$ cat config.mk
export PLATFORM = sky130hd
export DESIGN_NAME = fetch_sequencer_flat
export DESIGN_NICKNAME = d
export VERILOG_FILES = /design/src/rtl/fetch_sequencer_if.sv /design/src/rtl/fetch_sequencer.sv /design/src/flat_wrapper.sv
export SDC_FILE = /design/constraint.sdc
export NUM_CORES = 1
export LEC_CHECK = 0
export CAP_MARGIN = 20
export CORE_ASPECT_RATIO = 0.8
export CORE_MARGIN = 4
export CORE_UTILIZATION = 43
export DETAILED_ROUTE_END_ITERATION = 8
export GPL_ROUTABILITY_DRIVEN = 0
export PLACE_DENSITY = 0.91
export REMOVE_ABC_BUFFERS = 1
export SKIP_CTS_REPAIR_TIMING = 1
export SLEW_MARGIN = 5
export SYNTH_ARGS = -nofsm -noshare
export SYNTH_HDL_FRONTEND = slang
export SYNTH_SLANG_ARGS = --single-unit
$ cat constraint.sdc
create_clock -name clk -period 2.31 [get_ports clk]
set_clock_uncertainty 0.2 [all_clocks]
set_input_delay 0.462 -clock clk [delete_from_list [all_inputs] [get_ports clk]]
set_output_delay 0.462 -clock clk [all_outputs]
set_load 0.05 [all_outputs]
$ cat src/rtl/fetch_sequencer_if.sv
// Fetch-side bus: instruction-memory port, decode handshake and branch redirect.
interface fetch_sequencer_if;
    logic [31:0] imem_addr;
    logic [31:0] imem_data;
    logic [31:0] instr;
    logic [31:0] instr_pc;
    logic        instr_valid;
    logic        instr_ready;
    logic        redirect_valid;
    logic [31:0] redirect_target;

    modport master (
        output imem_addr, instr, instr_pc, instr_valid,
        input  imem_data, instr_ready, redirect_valid, redirect_target
    );

    modport slave (
        input  imem_addr, instr, instr_pc, instr_valid,
        output imem_data, instr_ready, redirect_valid, redirect_target
    );
endinterface

$ cat src/rtl/fetch_sequencer.sv
// Instruction-fetch controller: owns the PC, captures memory words into a
// valid/ready output register for decode, and applies branch redirects.
module fetch_sequencer #(
    parameter logic [31:0] BOOT_ADDR  = 32'h0000_0000,
    parameter int unsigned PC_STEP    = 4,
    parameter int unsigned ADDR_LIMIT = 256,
    parameter logic [31:0] HALT_WORD  = 32'hFFFF_FFFF
) (
    input  logic              clk,
    input  logic              reset,
    input  logic              start,
    output logic              busy,
    output logic              err,
    fetch_sequencer_if.master bus
);
    localparam logic [31:0] LIMIT   = 32'(ADDR_LIMIT);
    localparam logic [31:0] PC_MASK = 32'(ADDR_LIMIT - 1);
    localparam logic [31:0] STEP    = 32'(PC_STEP);

    typedef enum logic [2:0] {
        IDLE,
        FETCH,
        DRAIN,
        HALTED,
        ERROR
    } state_t;

    state_t      state;
    logic [31:0] pc;
    logic [31:0] instr;
    logic [31:0] instr_pc;
    logic        instr_valid;
    logic        adv;

    // A target must be word aligned and inside instruction memory.
    function automatic logic target_legal(input logic [31:0] t);
        return (t[1:0] == 2'b00) && (t < LIMIT);
    endfunction

    assign adv             = !instr_valid || bus.instr_ready;
    assign bus.imem_addr   = pc;
    assign bus.instr       = instr;
    assign bus.instr_pc    = instr_pc;
    assign bus.instr_valid = instr_valid;

    always_ff @(posedge clk) begin
        if (reset) begin
            state       <= IDLE;
            pc          <= BOOT_ADDR;
            instr       <= '0;
            instr_pc    <= '0;
            instr_valid <= 1'b0;
            busy        <= 1'b0;
            err         <= 1'b0;
        end else begin
            case (state)
                IDLE, HALTED: begin
                    instr_valid <= 1'b0;
                    if (start) begin
                        pc    <= BOOT_ADDR;
                        state <= FETCH;
                        busy  <= 1'b1;
                    end
                end
                FETCH: begin
                    // Redirect wins even over a stalled word; that word is dropped.
                    if (bus.redirect_valid) begin
                        instr_valid <= 1'b0;
                        if (target_legal(bus.redirect_target)) begin
                            pc <= bus.redirect_target;
                        end else begin
                            state <= ERROR;
                            err   <= 1'b1;
                            busy  <= 1'b0;
                        end
                    end else if (adv) begin
                        instr       <= bus.imem_data;
                        instr_pc    <= pc;
                        instr_valid <= 1'b1;
                        if (bus.imem_data == HALT_WORD) begin
                            state <= DRAIN;
                        end else begin
                            pc <= (pc + STEP) & PC_MASK;
                        end
                    end
                end
                DRAIN: begin
                    // Only the halt word is outstanding; wait for decode to take it.
                    if (bus.redirect_valid) begin
                        instr_valid <= 1'b0;
                        if (target_legal(bus.redirect_target)) begin
                            pc    <= bus.redirect_target;
                            state <= FETCH;
                        end else begin
                            state <= ERROR;
                            err   <= 1'b1;
                            busy  <= 1'b0;
                        end
                    end else if (bus.instr_ready) begin
                        instr_valid <= 1'b0;
                        state       <= HALTED;
                        busy        <= 1'b0;
                    end
                end
                ERROR: begin
                    instr_valid <= 1'b0;
                    busy        <= 1'b0;
                    err         <= 1'b1;
                end
                default: begin
                    state       <= IDLE;
                    instr_valid <= 1'b0;
                    busy        <= 1'b0;
                end
            endcase
        end
    end
endmodule
$ cat src/flat_wrapper.sv
// flat-port wrapper written by rule: the top's interface ports become plain ports
module fetch_sequencer_flat 
#(
    parameter logic [31:0] BOOT_ADDR  = 32'h0000_0000,
    parameter int unsigned PC_STEP    = 4,
    parameter int unsigned ADDR_LIMIT = 256,
    parameter logic [31:0] HALT_WORD  = 32'hFFFF_FFFF
)
  (clk, reset, start, busy, err, bus_imem_addr, bus_instr, bus_instr_pc, bus_instr_valid, bus_imem_data, bus_instr_ready, bus_redirect_valid, bus_redirect_target);
  fetch_sequencer_if bus_i ();
  input  logic clk;
  input  logic reset;
  input  logic start;
  output logic busy;
  output logic err;
  output wire logic [$bits(bus_i.imem_addr)-1:0] bus_imem_addr;
  output wire logic [$bits(bus_i.instr)-1:0] bus_instr;
  output wire logic [$bits(bus_i.instr_pc)-1:0] bus_instr_pc;
  output wire logic [$bits(bus_i.instr_valid)-1:0] bus_instr_valid;
  input wire logic [$bits(bus_i.imem_data)-1:0] bus_imem_data;
  input wire logic [$bits(bus_i.instr_ready)-1:0] bus_instr_ready;
  input wire logic [$bits(bus_i.redirect_valid)-1:0] bus_redirect_valid;
  input wire logic [$bits(bus_i.redirect_target)-1:0] bus_redirect_target;
  assign bus_imem_addr = bus_i.imem_addr;
  assign bus_instr = bus_i.instr;
  assign bus_instr_pc = bus_i.instr_pc;
  assign bus_instr_valid = bus_i.instr_valid;
  assign bus_i.imem_data = bus_imem_data;
  assign bus_i.instr_ready = bus_instr_ready;
  assign bus_i.redirect_valid = bus_redirect_valid;
  assign bus_i.redirect_target = bus_redirect_target;
  fetch_sequencer #(.BOOT_ADDR(BOOT_ADDR), .PC_STEP(PC_STEP), .ADDR_LIMIT(ADDR_LIMIT), .HALT_WORD(HALT_WORD)) u_core (.clk(clk), .reset(reset), .start(start), .busy(busy), .err(err), .bus(bus_i));
endmodule
### Yosys cells after proc, flatten, opt, wreduce, memory -nomap -nowiden

Cells that the tools add are included.

* add/subtract/negate cells: 1
* muxes and demuxes: 29
* div/mod/pow operators: 0
* $lt $le $gt $ge: 1
* shift operators: 0
* bitwise gates (word level): 2
* multipliers: 0
* reductions and logical operators: 15
* equal/unequal tests: 15

Operators with widths (number)
* $mux W32: 6
* $pmux W32 S3: 1
* $eq A32 B32 Y1 const B: 1
* $lt A32 B9 Y1 const B: 1
* $mux W3: 8
* $pmux W3 S4: 1
* $mux W1: 10
* $ne A3 B3 Y1 const B: 3
* $reduce_and A3 Y1: 3
* $add A8 B3 Y8 const B: 1
* $ne A2 B2 Y1 const B: 4
* $eq A3 B2 Y1 const B: 2
* $ne A3 B2 Y1 const B: 2
* $reduce_and A6 Y1: 1
* $reduce_and A5 Y1: 1
* $pmux W1 S2: 2
* $reduce_or A2 Y1: 2
* $eq A3 B1 Y1 const B: 1
* $eq A3 B3 Y1 const B: 1
* $logic_not A3 Y1: 1
* $pmux W1 S3: 1
* $reduce_bool A3 Y1: 1
* $logic_not A2 Y1: 1
* $ne A2 B1 Y1 const B: 1
* 6 further kinds: 7

* input port bits: 69
* bits in writable memories: 0
* register bits after elaboration: 102
* memories kept: 0
* output and inout port bits: 99
* word-level logic and storage cells: 70
* bits in latches: 0
* ROM bits: 0

### Logic depth before layout (Yosys ltp)

* depth in word-level cells: 5
* gate-level depth with buffers: 7
* depth with buffers taken out: 6

### Worst setup path before layout

OpenSTA, ideal clock, no wires.

* path type: reg-to-reg
* start: register u_core.instr_valid, in the netlist u_core.bus.instr_valid
* end: register u_core.pc[11], in the netlist u_core.bus.imem_addr[11]
* required time: 2051 ps
* slack: 130 ps
* cell stages (with the launch flop): 7
* clock period less this slack: 2180 ps
* arrival time: 1921 ps
* path buffers: 1
* library setup time: 59 ps
* cells stage by stage: dfxtp_1 nor4b_1 nor4_1 or2_2 a31oi_4 buf_6 o21a_1

* word-level cells in the longest chain between the ends: 4

Ends and longest elaborated chain
* start: declaration: line fetch_sequencer.sv:32 `logic instr_valid;`
* start signal: assignment: line fetch_sequencer.sv:52 `instr_valid <= 1'b0;`
* start signal: assignment: line fetch_sequencer.sv:58 `instr_valid <= 1'b0;`
* start signal: assignment: line fetch_sequencer.sv:68 `instr_valid <= 1'b0;`
* $logic_not A1 Y1: line fetch_sequencer.sv:40 `assign adv = !instr_valid || bus.instr_ready;`
* $logic_or A1 B1 Y1: line fetch_sequencer.sv:40
* $ne A3 B2 Y1 (no source line)
* $reduce_and A5 Y1 (no source line)
* end signal: assignment: line fetch_sequencer.sv:70 `pc <= bus.redirect_target;`
* end signal: assignment: line fetch_sequencer.sv:83 `pc <= (pc + STEP) & PC_MASK;`
* end signal: assignment: line fetch_sequencer.sv:92 `pc <= bus.redirect_target;`
* end: declaration: line fetch_sequencer.sv:29 `logic [31:0] pc;`

No other way between the ends.
A chain may end at the register's enable or synchronous reset.

### Worst setup path in the final report

* start: input bus_redirect_target[20]
* end: register u_core.pc[15], in the netlist u_core.bus.imem_addr[15]

* word-level cells in the longest chain between the ends: 5
* elaborated cells on any way between the ends: 6
* those cells by class: order compare: 1; mux: 4; reduce/logical: 1

Ends and longest elaborated chain
* start: declaration: line flat_wrapper.sv:23 `input wire logic [$bits(bus_i.redirect_target)-1:0] bus_redirect_target;`
* $lt A32 B9 Y1 *: line fetch_sequencer.sv:37 `return (t[1:0] == 2'b00) && (t < LIMIT);`
* $logic_and A1 B1 Y1 *: line fetch_sequencer.sv:37
* $mux W32 *
* $mux W32, on equally long branches
* $pmux W32 S3 *

Mark *: on every way between the ends. The rest lies on a longest branch, timed or not. The select of a mux whose other input is x is not followed.

==> impl_metrics.tcl <==
set metrics [dict create \
    status "finished clean" \
    core_um2 9110 \
    grt_max_degree 50 \
    cts_buffer_depth 2 \
    power_density_nw_per_um2 608 \
    wl_met3_um 1220 \
    ys_seq_area_frac 0.502 \
    drv_slew 0 \
    first_iter_violations 445 \
    cts.clk_slew.worst_paths_ns 0.07 \
    vias 4381 \
    combPwrFrac 0.167 \
    power.total_uw 4100 \
    p_clk_frac 0.390 \
    nFillCells 651 \
    grt_use_total 0.226 \
    portBuffers 167 \
    dieArea_um2 11100 \
    netlist_top_cells_area "dfxtp_1 50%, nand2_1 12%, a21oi_1 9.0%, o21a_1 4.4%, nand4_1 2.0%" \
    maxCapViolCount 0 \
    die_w_um 117 \
    ant_nets 0 \
    nNetsFinal 747 \
    hold_viol 0 \
    cts-htree-levels 3 \
    diodes 0 \
    hp-class "in -> reg" \
    relSlewSlack 0.632 \
    hpwl_um 9750 \
    top_layer_used "met4" \
    yosys_warnings 0 \
    placedCellCount 773 \
    syn-cell-area_um2 4060 \
    fmax_mhz 435 \
    start_kind "input port" \
    grt_pass1_vias 4152 \
    grt_pass1_wl_um 20000 \
    antenna_found_initial 0 \
    cp_data_arrival_time_ns 2.33 \
    fin_crit_sh 0.995 \
    synth_top_area_share 0.502 \
    cts_tree "done" \
    setup_viol 0 \
    cts_buffers 9 \
    wl_um 13600 \
    clock_latency_ns 0.34 \
    p_sw_uw 1120 \
    p_sw_frac 0.274 \
    vdd.ir_drop.worst_uv 408 \
    clkSinkCount 102 \
    p_leak_uw 0.00273 \
    layout_min_cycle_time_ns 2.30 \
    crit_fanout 6 \
    clk_root_buffer_cell "clkbuf_16" \
    fp-row-count 31 \
    wire_per_inst_um 17.1 \
    intPower_uw 2970 \
    overflow 0 \
    worst_pin_slew_ns 0.550 \
    wirelength_met1_um 5160 \
    synth-seq-cells 102 \
    wl_met2_um 6880 \
    fp.dieH_um 95.0 \
    hold_slack_ns 0.207 \
    layout-drive-gt1-share 0.144 \
    drc 0 \
    pwr-share-seq 0.443 \
    synth_largest_area_cell "dfxtp_1" \
    postSynthCellCount 482 \
    synth.distinct_cells 48 \
    cp.required_ns 2.34 \
    start_util 0.446 \
    critPathKind "in -> reg" \
    fin_cells 797 \
    ioPinCount 168 \
    firstDrtPassIters 5 \
    syn2layout_area_growth_pct 65.9 \
    end_kind "flop" \
    vias_per_cell 5.50 \
    avgSynthCellArea_um2 8.43 \
]
==> flip-flops by register name, summed over array words and instances (netlist names) <==
| signal | count |
|---|---|
| u_core.busy | 1 |
| u_core.bus.instr_pc | 32 |
| u_core.bus.imem_addr | 32 |
| u_core.bus.instr_valid | 1 |
| u_core.state | 3 |
| u_core.bus.instr | 32 |
| u_core.err | 1 |
==> power by group through the flow <==
stage	logic, uW	registers [uW]	clock network [uW]
final	684	1820	1600
after global routing	721	1820	1690
after CTS	633	1810	1620
after detailed placement	629	1860	0
after global placement	614	1850	0
after floorplan	163	1970	0
==> synthesized netlist by cell type (all sizes together) <==
cell type / n
or4b: 2
nor3: 2
and4: 1
inv: 7
o21a: 24
nor2b: 3
nor4: 11
o21ai: 8
o21bai: 2
nand4: 13
o211ai: 3
nand2: 135
a311oi: 2
and3: 6
a211o: 2
a211oi: 6
a221o: 1
or3: 3
a22o: 1
nor4b: 3
clkbuf: 17
o31ai: 1
o2bb2a: 1
nand2b: 3
dfxtp: 102
or2: 2
nor3b: 1
a32o: 5
a31oi: 3
nand3: 5
nand3b: 2
or2b: 1
nor2: 11
a21oi: 75
buf: 15
and2: 2
ha: 1
==> layer usage <==
| layer | track usage | vias to the layer above |
|---|---|---|
| met5 | 0 | - |
| met4 | 0.0573 | 0 |
| met3 | 0.0506 | 45 |
| met2 | 0.409 | 221 |
| met1 | 0.272 | 2051 |
| li1 | - | 2064 |
==> final timing paths <==
path         cells past startpoint               startpoint                       end  slack [ns]
min                              3        bus_imem_data[12]      u_core.bus.instr[12]        0.21
max reg2reg                      8          u_core.state[0]  u_core.bus.imem_addr[15]        0.08
max                              8  bus_redirect_target[20]  u_core.bus.imem_addr[15]        0.01
min reg2reg                      2   u_core.bus.instr_pc[2]    u_core.bus.instr_pc[2]        0.25
==> cell families (layout without fill, tap and decap cells) <==
family | count (synthesis) | count (layout) | synth area share
compound gates | 134 | 134 | 0.211
fa+ha+maj | 1 | 1 | 0.00308
buf+inv | 39 | 239 | 0.0465
flops | 102 | 102 | 0.502
simple gates | 206 | 206 | 0.237
==> layout make-up <==
class / instances / area [um^2] / share of cell area
clock inverter: 7 / 103 / 0.0152
multi-input combinational: 341 / 1990 / 0.295
sequential: 102 / 2040 / 0.303
clock buffer: 9 / 225 / 0.0334
timing repair buffer: 216 / 2210 / 0.328
tap: 115 / 144 / 0.0213
inverter: 7 / 26.3 / 0.00390
==> worst max-delay path, stage by stage <==
cell and delay, ns:
clkdlybuf4s50_1 0.41, nor4_2 0.39, nand3_2 0.18, buf_6 0.17, o21ai_4 0.21, a31oi_4 0.19
clkbuf_16 0.21, o21a_1 0.09
==> cell usage in the layout, fill, tap and decap left out, types with 6 or more instances in the layout <==
cell type        count
nor2_1              11
a21oi_1             73
o21ai_0              6
nor4_4               6
nand2_1            134
nand4_1             13
clkdlybuf4s50_1    123
buf_4               43
dfxtp_1            102
dlymetal6s2s_1      37
clkbuf_16           11
o21a_1              24
inv_1                7
==> through the flow <==
step / setup slack, ns / utilization / TNS, ns / cell area (um^2)
final: 0.0119 / 0.740 / 0 / 6740
after global routing: -0.0423 / 0.740 / -0.386 / 6740
after CTS: -0.366 / 0.700 / -8.78 / 6380
after detailed placement: -0.689 / 0.665 / -32.00 / 6060
after global placement: -0.575 / 0.665 / -26.12 / 6060
after floorplan: -0.320 / - / -20.47 / 3900
No activity file was read; power rests on OpenSTA's default activity.
